<file path="src/rtl/mux_scan_ctrl.sv">
// ============================================================================
// mux_scan_ctrl : scans enabled inputs of an external 8:1 mux in ascending order
// Revision      : 1.0
// ============================================================================
`default_nettype none

module mux_scan_ctrl #(
  parameter int unsigned SETTLE = 1
) (
  input  logic       clk,
  input  logic       rst,
  input  logic       start,
  input  logic [7:0] ch_mask,
  input  logic       y_in,
  output logic [2:0] sel,
  output logic       busy,
  output logic       done,
  output logic [7:0] result,
  output logic       result_valid
);

  typedef enum logic [1:0] {
    ST_IDLE   = 2'd0,
    ST_SETTLE = 2'd1,
    ST_SAMPLE = 2'd2,
    ST_DONE   = 2'd3
  } state_t;

  localparam logic [3:0] SETTLE_LAST = (SETTLE == 0) ? 4'd0 : 4'(SETTLE - 1);
  // With no settle time each channel goes straight to its sample cycle.
  localparam state_t LOAD_STATE = (SETTLE == 0) ? ST_SAMPLE : ST_SETTLE;

  state_t     r_state;
  state_t     w_next;
  logic [3:0] r_cnt;
  logic [7:0] r_pending;
  logic [7:0] w_remaining;

  function automatic logic [2:0] lowest(input logic [7:0] m);
    lowest = 3'd0;
    for (int i = 7; i >= 0; i--) begin
      if (m[i]) lowest = 3'(i);
    end
  endfunction

  assign w_remaining = r_pending & ~(8'h01 << sel);

  always_ff @(posedge clk) begin
    if (rst) r_state <= ST_IDLE;
    else     r_state <= w_next;
  end

  always_comb begin
    w_next = r_state;
    busy   = 1'b1;
    done   = 1'b0;
    case (r_state)
      ST_IDLE: begin
        busy = 1'b0;
        if (start) w_next = (ch_mask == 8'h00) ? ST_DONE : LOAD_STATE;
      end
      ST_SETTLE: begin
        if (r_cnt == SETTLE_LAST) w_next = ST_SAMPLE;
      end
      ST_SAMPLE: begin
        w_next = (w_remaining != 8'h00) ? LOAD_STATE : ST_DONE;
      end
      ST_DONE: begin
        done   = 1'b1;
        w_next = ST_IDLE;
      end
      default: w_next = ST_IDLE;
    endcase
  end

  always_ff @(posedge clk) begin
    if (rst) begin
      sel          <= 3'd0;
      result       <= 8'h00;
      result_valid <= 1'b0;
      r_cnt        <= 4'd0;
      r_pending    <= 8'h00;
    end else begin
      case (r_state)
        ST_IDLE: begin
          if (start) begin
            r_pending    <= ch_mask;
            result       <= 8'h00;
            result_valid <= 1'b0;
            r_cnt        <= 4'd0;
            // An empty mask leaves sel where it was.
            if (ch_mask != 8'h00) sel <= lowest(ch_mask);
          end
        end
        ST_SETTLE: begin
          if (r_cnt == SETTLE_LAST) r_cnt <= 4'd0;
          else                      r_cnt <= r_cnt + 4'd1;
        end
        ST_SAMPLE: begin
          result[sel] <= y_in;
          r_pending   <= w_remaining;
          r_cnt       <= 4'd0;
          if (w_remaining != 8'h00) sel <= lowest(w_remaining);
        end
        ST_DONE: begin
          result_valid <= 1'b1;
        end
        default: ;
      endcase
    end
  end

endmodule

`default_nettype wire

</file>
<file path="config.mk">
export PLATFORM = sky130hd
export DESIGN_NAME = mux_scan_ctrl
export DESIGN_NICKNAME = d
export VERILOG_FILES = /design/src/rtl/mux_scan_ctrl.sv
export SDC_FILE = /design/constraint.sdc
export NUM_CORES = 1
export LEC_CHECK = 0
export CAP_MARGIN = 10
export CORE_ASPECT_RATIO = 0.7
export CORE_MARGIN = 2
export CORE_UTILIZATION = 45
export DETAILED_ROUTE_END_ITERATION = 7
export PLACE_DENSITY = 0.75
export SLEW_MARGIN = 20
export SYNTH_ARGS = -nofsm -noshare
export SYNTH_HDL_FRONTEND = slang
export SYNTH_SLANG_ARGS = --single-unit
</file>
<file path="constraint.sdc">
create_clock -name clk -period 3.55 [get_ports clk]
set_input_delay 1.065 -clock clk [delete_from_list [all_inputs] [get_ports clk]]
set_output_delay 1.065 -clock clk [all_outputs]
set_load 0.01 [all_outputs]
</file>
Yosys cells after proc, flatten, opt, wreduce, memory -nomap -nowiden
Cells that the tools add are included.

word-level totals
  bits in registers = 26
  output and inout bits = 14
  bits of input ports = 12
  logic and storage cells = 72
  memories kept = 0
  bits in latches = 0
  RAM bits = 0
  memory bits (read-only) = 0

cells by class
  multiplexer cells = 39
  equality and inequality tests = 7
  divide/modulo/power cells = 0
  $mul = 0
  $add $sub $neg = 1
  bitwise gates (word level) = 2
  reductions and logical operators = 14
  order comparisons = 2
  shift operators = 1

operators by type and width
  kind                                                                           number
  3-bit 2-to-1 mux                                                               19
  8-bit one-hot mux with 2 select lines                                          2
  8-bit 2-to-1 mux                                                               2
  8-bit nonzero test                                                             2
  4-bit one-hot mux with 3 select lines                                          1
  8-bit AND                                                                      1
  8-bit bitwise mux                                                              1
  8-bit logical NOT                                                              1
  2-bit 2-to-1 mux                                                               4
  4-bit 2-to-1 mux                                                               2
  2-bit inequality test (second input constant)                                  4
  8-bit inverter                                                                 1
  2-bit one-hot mux with 4 select lines                                          1
  2-bit AND reduction                                                            4
  1-bit by 3-bit left shift with 8-bit output (first input constant)             1
  3-bit one-hot mux with 2 select lines                                          1
  4-bit by 1-bit adder with 4-bit output (second input constant)                 1
  2-bit equality test (second input constant)                                    2
  4-bit logical NOT                                                              1
  3-bit by 4-bit less-than comparator with 1-bit output (second input constant)  1
  1-bit 2-to-1 mux                                                               4
  4-bit AND reduction                                                            1
  2-bit nonzero test                                                             2
  1-bit demux with 3-bit select                                                  1
  other kinds (6)                                                                6

Logic depth before layout (Yosys ltp)
  depth in word-level cells = 13
  mapped depth = 7
  depth with buffers taken out = 7

Least setup slack after synthesis
OpenSTA, ideal clock, no wires.

  kind = input port to flip-flop
  start point = in start
  end point = reg r_pending[0]
  data arrival time = 1.938 ns
  library setup time = 0.128 ns
  data required time = 3.422 ns
  slack = 1.485 ns
  stages = 6
  cell sequence = buf_1 > nor2_1 > nor2_1 > o21ai_0 > a22oi_1 > nor2_1

on the way
  longest elaborated chain between the ends = 2

ends and longest elaborated chain
  item                                    RTL line  RTL
  start, declared                         12        input logic start,
  2-bit inequality test (no source line)  -
  2-bit AND reduction (no source line)    -
  end signal, assigned                    87        r_pending <= ch_mask;
  end signal, assigned                    101       r_pending <= w_remaining;
  end, declared                           36        logic [7:0] r_pending;

Every way passes these cells.
A chain may end at the register's enable or synchronous reset.

Worst setup path in the final report
  start point = reg r_state[1]
  end point = out done

on the way
  longest elaborated chain between the ends = 2

ends and longest elaborated chain
  item                    RTL line  RTL
  start, declared         33        state_t r_state;
  start signal, assigned  50        else r_state <= w_next;
  2-bit equality test     57        case (r_state)
  1-bit 2-to-1 mux        57
  end, declared           17        output logic done,

Every way passes these cells.

==> insert_results.sql <==
INSERT INTO impl_metrics (metric_group, metric, value, unit) VALUES
('yosys', 'summed_instance_area_of_the_synthesized_netlist', '1590', 'um^2'),
('route', 'detail-route-antenna-nets', '0', ''),
('yosys', 'synth.distinct_cells', '49', ''),
('global_route', 'number_of_antenna_violations_at_the_first_check_in_global_routing', '0', ''),
('layout', 'multiInputGateArea', '986', 'um^2'),
('yosys', 'post_synthesis_instance_total', '210', ''),
('placement', 'dp_hpwl', '2940', 'um'),
('sta', 'sum_neg_setup_slack', '0', 'ps'),
('sta', 'setup_viol_count_final', '0', ''),
('cts', 'cts_repair_resize_count', '0', ''),
('yosys', 'yosys-top-cells-count', 'sky130_fd_sc_hd__nor2_1 (43), sky130_fd_sc_hd__dfxtp_1 (26), sky130_fd_sc_hd__a21oi_1 (23)', ''),
('worst_setup_path', 'path_class', 'register to output port', ''),
('sta', 'slew-limit-headroom', '50.9', '%'),
('yosys', 'synthDominantCellAreaShare', '32.7', '%'),
('cts', 'clockBufferDepth', '2', ''),
('yosys', 'yosysWarnings', '0', ''),
('sta', 'worst_skew', '5.29', 'ps'),
('power', 'leakagePower', '0.745', 'nW'),
('global_route', 'grt_util_all_layers', '22.8', '%'),
('yosys', 'synth_edf_count', '0', ''),
('floorplanning', 'floorplan.die.width', '75.1', 'um'),
('global_route', 'grt.overflow.total', '0', ''),
('sta', 'finalWorstPathRequiredPeriod', '2710', 'ps'),
('yosys', 'seq_area_frac_synth', '32.7', '%'),
('cts', 'tritoncts_clock_tree', 'yes', ''),
('sta', 'worstMarginPinSlew', '725', 'ps'),
('floorplanning', 'chipHeight', '53.8', 'um'),
('worst_setup_path', 'cp_data_arrival_time', '1650', 'ps'),
('placement', 'port-buffer-count', '25', ''),
('layout', 'final_layout_size_suffix_gt1_share', '6.84', '%'),
('layout', 'layout.filler_cells', '325', ''),
('placement', 'postPlaceCellArea', '1900', 'um^2'),
('yosys', 'synth_flop_cell', 'sky130_fd_sc_hd__dfxtp_1', ''),
('sta', 'grt_setup_unrepaired', 'false', ''),
('worst_setup_path', 'worst_setup_path_end_kind', 'output port', ''),
('route', 'vias', '1602', ''),
('layout', 'area_growth', '23.8', '%'),
('route', 'iter_0_drt_violations', '133', ''),
('cts', 'insertion_delay', '280', 'ps'),
('sta', 'final.period_utilization', '76.4', '%'),
('layout', 'final_net_count', '249', ''),
('yosys', 'synth_top_cells_by_area', 'sky130_fd_sc_hd__dfxtp_1 (33%), sky130_fd_sc_hd__nor2_1 (10%), sky130_fd_sc_hd__a21oi_1 (7.2%), sky130_fd_sc_hd__nor2b_1 (3.9%), sky130_fd_sc_hd__o22ai_1 (2.7%)', ''),
('power', 'power_density', '382', 'nW/um^2'),
('global_route', 'maximum_number_of_pins_on_one_net_before_global_route_repair', '22', ''),
('worst_setup_path', 'worst_ep_required_time', '2480', 'ps'),
('floorplanning', 'die-area', '4040', 'um^2'),
('cts', 'clk_pin_slew_worst_paths', '100', 'ps'),
('route', 'routed_wire_length_per_instance', '14.9', 'um'),
('outcome', 'status', 'complete, no violations', ''),
('cts', 'clock_tree.htree_level_count', '1', ''),
('yosys', 'synth.largest_area_cell', 'sky130_fd_sc_hd__dfxtp_1', ''),
('route', 'drt-total-wl', '4220', 'um'),
('route', 'route.detailed.vias_per_inst', '5.64', ''),
('floorplanning', 'floorplan.initialDensity', '46.3', '%'),
('yosys', 'asyncSetResetFlopFracSynth', '0', '%'),
('floorplanning', 'floorplan.rows', '18', ''),
('layout', 'final_design_area_excluding_fillers', '1970', 'um^2'),
('global_route', 'first_global_vias', '1448', ''),
('layout', 'diodes', '0', ''),
('cts', 'clock-sinks', '26', ''),
('power', 'power.ir.vdd_worst', '0.265', 'mV'),
('route', 'detailedRoute.firstPassIterationCount', '4', ''),
('sta', 'timing_hold_violations_final', '0', ''),
('yosys', 'syn-mean-instance-area', '7.59', 'um^2'),
('route', 'detail_route.drc_violations', '0', ''),
('worst_setup_path', 'critical_path.max_fanout', '11', ''),
('yosys', 'syn-num-nets', '224', ''),
('flow_run', 'max_cap_viol_count', '0', ''),
('layout', 'seq_area', '520', 'um^2'),
('worst_setup_path', 'setup.worst_path.start_class', 'register', ''),
('hold_path', 'hold_path.class', 'register to register', '');
==> kinds of logic (layout without fill, tap and decap cells) <==
group,after synthesis,count (layout),share of synthesized area [%]
AND/OR/NAND/NOR,85,85,26.8
adder cells (fa/ha/maj),2,2,1.57
buffers and inverters,21,45,5.49
flip-flops,26,26,32.7
AO/OA/AOI/OAI,73,73,31.6
multiplexers,3,3,1.96
==> routing by layer <==
metal  part of all wire (%)  vias to the layer above  global-route usage [%]
met5                      0                        -                       0
met4                    1.3                        0                    4.97
met3                    8.0                        7                    4.31
met2                     39                       53                    33.6
met1                     51                      733                    34.3
li1                       -                      809                       -
==> per-stage QoR <==
stage	cells	total power [mW]	util [%]	hold WS, ps	setup slack, ps
final	284	0.754	57.3	496	839
after global routing	284	0.785	57.3	535	732
after CTS	284	0.751	57.3	499	850
after detailed placement	280	0.499	55.2	476	855
after global placement	280	0.499	55.2	451	884
after floorplan	210	0.440	-	459	1480
==> critical path: stages, from the launching register on <==
cell                              delay [ps]
sky130_fd_sc_hd__dfxtp_1                 570
sky130_fd_sc_hd__and2_1                  250
sky130_fd_sc_hd__clkdlybuf4s50_1         550
==> final cells by class <==
type | count | area share, %
clock buffers | 3 | 2.09
clock inverters | 1 | 1.52
inverters | 10 | 1.90
multi-input cells | 163 | 50.0
flip-flops and latches | 26 | 26.4
well taps | 50 | 3.17
repair buffers | 31 | 15.0
==> path summary, 6_finish.rpt <==
kind                              startpoint            to  slack [ps]  depth (start not counted)
worst max-delay path              r_state[1]          done         840                          2
worst min-delay path            result_valid  result_valid         500                          2
worst max register to register        sel[0]        sel[1]        1610                          6
worst min register to register  result_valid  result_valid         500                          2
==> placed cells by master, fill, tap and decap left out, types with 6 or more instances in the layout <==
| cell | netlist | final |
|---|---|---|
| sky130_fd_sc_hd__a21oi_1 | 23 | 23 |
| sky130_fd_sc_hd__buf_4 | 1 | 6 |
| sky130_fd_sc_hd__clkdlybuf4s50_1 | 0 | 25 |
| sky130_fd_sc_hd__dfxtp_1 | 26 | 26 |
| sky130_fd_sc_hd__inv_1 | 9 | 9 |
| sky130_fd_sc_hd__nor2_1 | 43 | 43 |
| sky130_fd_sc_hd__nor2b_1 | 10 | 10 |
| sky130_fd_sc_hd__nor3_1 | 7 | 7 |
| sky130_fd_sc_hd__o21ai_0 | 7 | 7 |
| sky130_fd_sc_hd__o22ai_1 | 7 | 7 |
==> flip-flops by register name, indices dropped and copies added (netlist names) <==
register	count
r_state	2
sel	3
r_pending	8
r_cnt	4
result	8
result_valid	1
==> where the power goes <==
group,internal (mW),total (mW),switching [mW]
Sequential,0.305,0.325,0.0199
Clock,0.151,0.254,0.103
Combinational,0.0797,0.174,0.0947
(Power assumes the default switching activity.)
==> variant 1: new RTL, same settings <==
The 4 states of `state_t` get a one-hot encoding in 4 bits.
--- a/src/rtl/mux_scan_ctrl.sv
+++ b/src/rtl/mux_scan_ctrl.sv
@@ -19,11 +19,11 @@
   output logic       result_valid
 );
 
-  typedef enum logic [1:0] {
-    ST_IDLE   = 2'd0,
-    ST_SETTLE = 2'd1,
-    ST_SAMPLE = 2'd2,
-    ST_DONE   = 2'd3
+  typedef enum logic [3:0] {
+    ST_IDLE   = 4'b0001,
+    ST_SETTLE = 4'b0010,
+    ST_SAMPLE = 4'b0100,
+    ST_DONE   = 4'b1000
   } state_t;
 
   localparam logic [3:0] SETTLE_LAST = (SETTLE == 0) ? 4'd0 : 4'(SETTLE - 1);
Behaviour: same outputs for any inputs over 10 cycles, from zero or initial values and one cycle with rst high; not proved beyond that.
==> variant 1 against the original RTL <==
Non-clock buffer count down 3. Total power up 15%. Sequential cell count up 2. Combinational power up 40%. Synthesized area up 0.55%. Worst hold slack worse by 0.012 ns. Synthesized cell count down 8.1%. Wire length down 8.7%. Register-to-register slack worse by 0.09 ns. Design area down 1.0%. Setup slack worse by 0.19 ns.
==> variant 1: results (changes against the original RTL) <==
DR vias 1487 (-7.2%); R2R depth 5 (-1); FF-to-FF setup slack 1.52 ns (-0.09 ns); CP max stage delay 0.64 ns (+0.07 ns); RR Endpoint sel[0]; Net Count, Synth 207 (-7.6%); CTS buffer count 3 (unchanged); clock root cell clkbuf_8; Final Wtd Congestion 0.813 (-6.8%); WHS 0.484 ns (-0.0121 ns); ANT cells 0 (unchanged); initial antenna violation count 0 (unchanged); Post-DP HPWL 2.79 mm (-5.1%); Setup Skew 0.00249 ns (-0.00280 ns); worst hold start result[7]; largest net degree at the start of global routing 23 (+4.5%); Net count, final 229 (-8.0%); synth warn 0 (unchanged); Post-Route WL 3.86 mm (-8.7%); status finished clean; Leakage 0.000645 uW (-13%); Startpoint Class flip-flop; Hold Crit Class reg -> reg; family with the most delay on the worst path buffers and inverters; Slew @ Worst Pin 0.732 ns (+0.00657 ns); critical path data arrival time 1.83 ns (+0.18 ns); WL met3 371 um (+9.1%); synthesized instance count 193 (-8.1%); worst ir drop on vdd 0.256 mV (-3.4%); fin cells 264 (-7.0%); number of global-route vias before repair 1292 (-11%); CP max-delay cell clkdlybuf4s50_1; WL met2 1.58 mm (-5.5%); Netlist cell types 47 (-4.1%); CP Max Fanout 6 (-5); met3 usage 4.31% (unchanged); met1 Use GR 33.6% (-0.64 points); most instantiated cells after synthesis 28 x dfxtp_1, 21 x nor2_1, 16 x nand2_1; GRT busiest layer met1; worst r2r src sel[2]; hold path endpoint result[7]; overall routing resource usage 21.2% (-1.6 points); Detailed Route Iter0 Violations 105 (-21%); First-pass DRT Iterations 7 (+3); layout cell share with drive strength beyond 1 8.41% (+1.6 points); Hold Path Stages 2 (unchanged); pre-CTS setup slack 0.721 ns (-0.133 ns); Largest regs r_pending: 8 flops, result: 8 flops; met2 Use GR 29.7% (-3.9 points); global-route wire length before repair 6.41 mm (-8.7%); CTS resizes 0 (unchanged); Synth area leaders dfxtp_1 35%, mux2i_1 8.7%, nor2_1 4.9%; wl on met1 1.88 mm (-13%); sequential cell area fraction in the yosys report 35.0% (+2.3 points)
variant 1: cell types whose count changed after synthesis, moves of 5 or more:
cell	before	now
o22ai_1	7	2
nor2b_1	10	2
nor2_1	43	21
nor4b_1	0	5
nand2_1	5	16
a21oi_1	23	14
nor3_1	7	14
mux2i_1	2	14
variant 1: through the flow:
step,power [uW],area (um^2)
after global routing,919,1950
after floorplan,548,1600
after detailed placement,623,1880
final,870,1950
after CTS,872,1950
after global placement,620,1880
variant 1: cells by family (layout without fill, tap and decap cells):
kind of cell,count (synthesis),in the layout,synth area share (%)
simple gates,89,89,32.4
compound gates,42,42,17.2
flops,28,28,35.0
buf+inv,18,39,5.15
mux,14,14,8.74
fa+ha+maj,2,2,1.56
variant 1: final cells by class:
| cell class | instances | area, um^2 |
|---|---|---|
| Clock inverter | 1 | 30.0 |
| Timing Repair Buffer | 28 | 273 |
| Multi-Input combinational cell | 147 | 960 |
| Tap cell | 50 | 62.6 |
| Fill cell | 346 | 1520 |
| Clock buffer | 3 | 41.3 |
| Inverter | 7 | 26.3 |
| Sequential cell | 28 | 561 |
variant 1: how the worst max path moves through the flow:
stage | from | end | slack, ns | depth (start not counted)
finish | r_state[3] | done | 0.65 | 2
global route | r_state[3] | done | 0.56 | 2
CTS | r_state[3] | done | 0.62 | 2
detailed placement | ch_mask[3] | sel[1] | 0.72 | 6
global placement | ch_mask[3] | sel[1] | 0.75 | 6
floorplan | ch_mask[3] | r_state[3] | 1.31 | 3
variant 1: report_power, final:
| part | internal, uW | switching [uW] |
|---|---|---|
| Sequential | 336 | 39.8 |
| Combinational | 113 | 131 |
| Clock | 151 | 98.5 |
| Total | 600 | 269 |
variant 1: worst min-delay path, cell delays in order, from the launching register on:
cell,delay [ns]
dfxtp_1,0.32
o21ai_0,0.06
a21oi_1,0.06
==> variant 2: new RTL, config.mk and constraints unchanged <==
Without the edit above. Put a register stage on the output `done`, without a reset. The value now appears one clock later. The other outputs are not delayed to match.
--- a/src/rtl/mux_scan_ctrl.sv
+++ b/src/rtl/mux_scan_ctrl.sv
@@ -30,6 +30,8 @@
   // With no settle time each channel goes straight to its sample cycle.
   localparam state_t LOAD_STATE = (SETTLE == 0) ? ST_SAMPLE : ST_SETTLE;
 
+  logic done_d;
+
   state_t     r_state;
   state_t     w_next;
   logic [3:0] r_cnt;
@@ -53,7 +55,7 @@
   always_comb begin
     w_next = r_state;
     busy   = 1'b1;
-    done   = 1'b0;
+    done_d = 1'b0;
     case (r_state)
       ST_IDLE: begin
         busy = 1'b0;
@@ -66,7 +68,7 @@
         w_next = (w_remaining != 8'h00) ? LOAD_STATE : ST_DONE;
       end
       ST_DONE: begin
-        done   = 1'b1;
+        done_d = 1'b1;
         w_next = ST_IDLE;
       end
       default: w_next = ST_IDLE;
@@ -110,6 +112,10 @@
     end
   end
 
+  always_ff @(posedge clk) begin
+    done <= done_d;
+  end
+
 endmodule
 
 `default_nettype wire
Formal check against the unedited RTL: not equivalent (Yosys sat finds a counterexample within 4 cycles, from zero or initial values and one cycle with rst high).
==> variant 2 against the original RTL <==
Critical path depth is 1 lower. Total power is 6.0% lower. Wire length is 8.2% lower. Design area is 3.9% lower. Setup slack worse by 0.010 ns. Highest routed layer unchanged. Sequential cell count is 1 higher. Maximum frequency is 0.38% lower. Global-route usage is 0.90 points lower. Synthesized area is 0.86% lower. Via count is 2.3% lower. Register-to-register slack worse by 0.25 ns.
==> variant 2: results (changes against the original RTL) <==
Slew @ Worst Pin 0.637 ns (-0.0881 ns); Synth area leaders dfxtp_1 34%, a21oi_1 8.6%, o21ai_0 6.7%; Post-Syn Area per Cell 7.49 um^2 (-1.3%); CTS resizes 0 (unchanged); clock share of power 25.4% (-8.3 points); R2R depth 5 (-1); Post-DP HPWL 2.85 mm (-3.0%); Leakage 0.000661 uW (-11%); most instantiated cells after synthesis 27 x a21oi_1, 27 x dfxtp_1, 25 x nor2_1; Setup Skew 0.00322 ns (-0.00207 ns); Fin Setup TNS 0 ns (unchanged); RR Endpoint sel[0]; Net Count, Synth 225 (+0.45%); CP max stage delay 0.73 ns (+0.16 ns); Post-Route WL 3.88 mm (-8.2%); clock root cell clkbuf_8; worst hold start result[2]; FF-to-FF setup slack 1.36 ns (-0.25 ns); Detailed Route Iter0 Violations 204 (+53%); Bufs on Longest Clock Path 2 (unchanged); Synth Area in Compound Gates 27.3% (-4.2 points); CP Launch Point sel[2]; # Post-CTS Setup Buffers 0 (unchanged); Hold Crit Class reg -> reg; worst ir drop on vdd 0.206 mV (-22%); Worst-Skew Late Latency 0.28 ns (about the same); CP max-delay cell dfxtp_1; Worst Setup EP sel[2]; overall routing resource usage 21.9% (-0.90 points); layout cell share with drive strength beyond 1 7.42% (+0.59 points); IO Port Bufs 25 (unchanged); sequential cell area fraction in the yosys report 34.2% (+1.6 points); post-synthesis mux area share 3.56% (+1.6 points); adder-cell share of the synthesized area 1.58% (+0.014 points); Power Internal 476 uW (-11%); DR vias 1565 (-2.3%); DR WL/cell 14.1 um (-5.5%); CP Max Fanout 18 (+7); Largest regs r_pending: 8 flops, result: 8 flops, r_cnt: 4 flops; synth warn 0 (unchanged); First-pass DRT Iterations 5 (+1); H-tree depth 1 (unchanged); Placed Cells incl. Taps 272 (-2.9%); Worst-path clk slew 0.10 ns (about the same); XOR/XNOR Fraction of Synth Area 0% (unchanged); initial antenna violation count 0 (unchanged); status finished clean; Hold Path Stages 2 (unchanged); family with the most delay on the worst path flip-flops; main flop type after synthesis dfxtp_1; number of global-route vias before repair 1351 (-6.7%); Net count, final 244 (-2.0%); Seq. pwr 348 uW (+7.1%); largest net degree at the start of global routing 24 (+9.1%); Final Wtd Congestion 0.856 (-1.9%); Netlist cell types 42 (-14%); ANT cells 0 (unchanged); global-route wire length before repair 6.63 mm (-5.6%); hold path endpoint result[2]
variant 2: per-stage QoR:
stage	instance area [um^2]	hold slack (ns)	utilization [%]	total power, uW	setup slack (ns)
after detailed placement	1850	0.446	56.8	529	0.697
after CTS	1900	0.460	58.2	706	0.839
final	1900	0.458	58.2	709	0.829
after global routing	1900	0.485	58.2	746	0.749
after global placement	1850	0.446	56.8	527	0.740
after floorplan	1580	0.458	-	471	1.30
variant 2: metal layers:
| metal | global-route usage [%] | wire length [um] |
|---|---|---|
| met5 | 0 | 0 |
| met4 | 3.27 | 13 |
| met2 | 28.7 | 1440 |
| met1 | 36.3 | 2050 |
| met3 | 4.12 | 376 |
variant 2: layout make-up:
cell class,instances,area (um^2)
inverters,8,30.0
flip-flops and latches,27,541
multi-input cells,161,940
well taps,47,58.8
fillers,314,1360
repair buffers,29,280
clock inverters,1,5.00
clock buffers,3,41.3
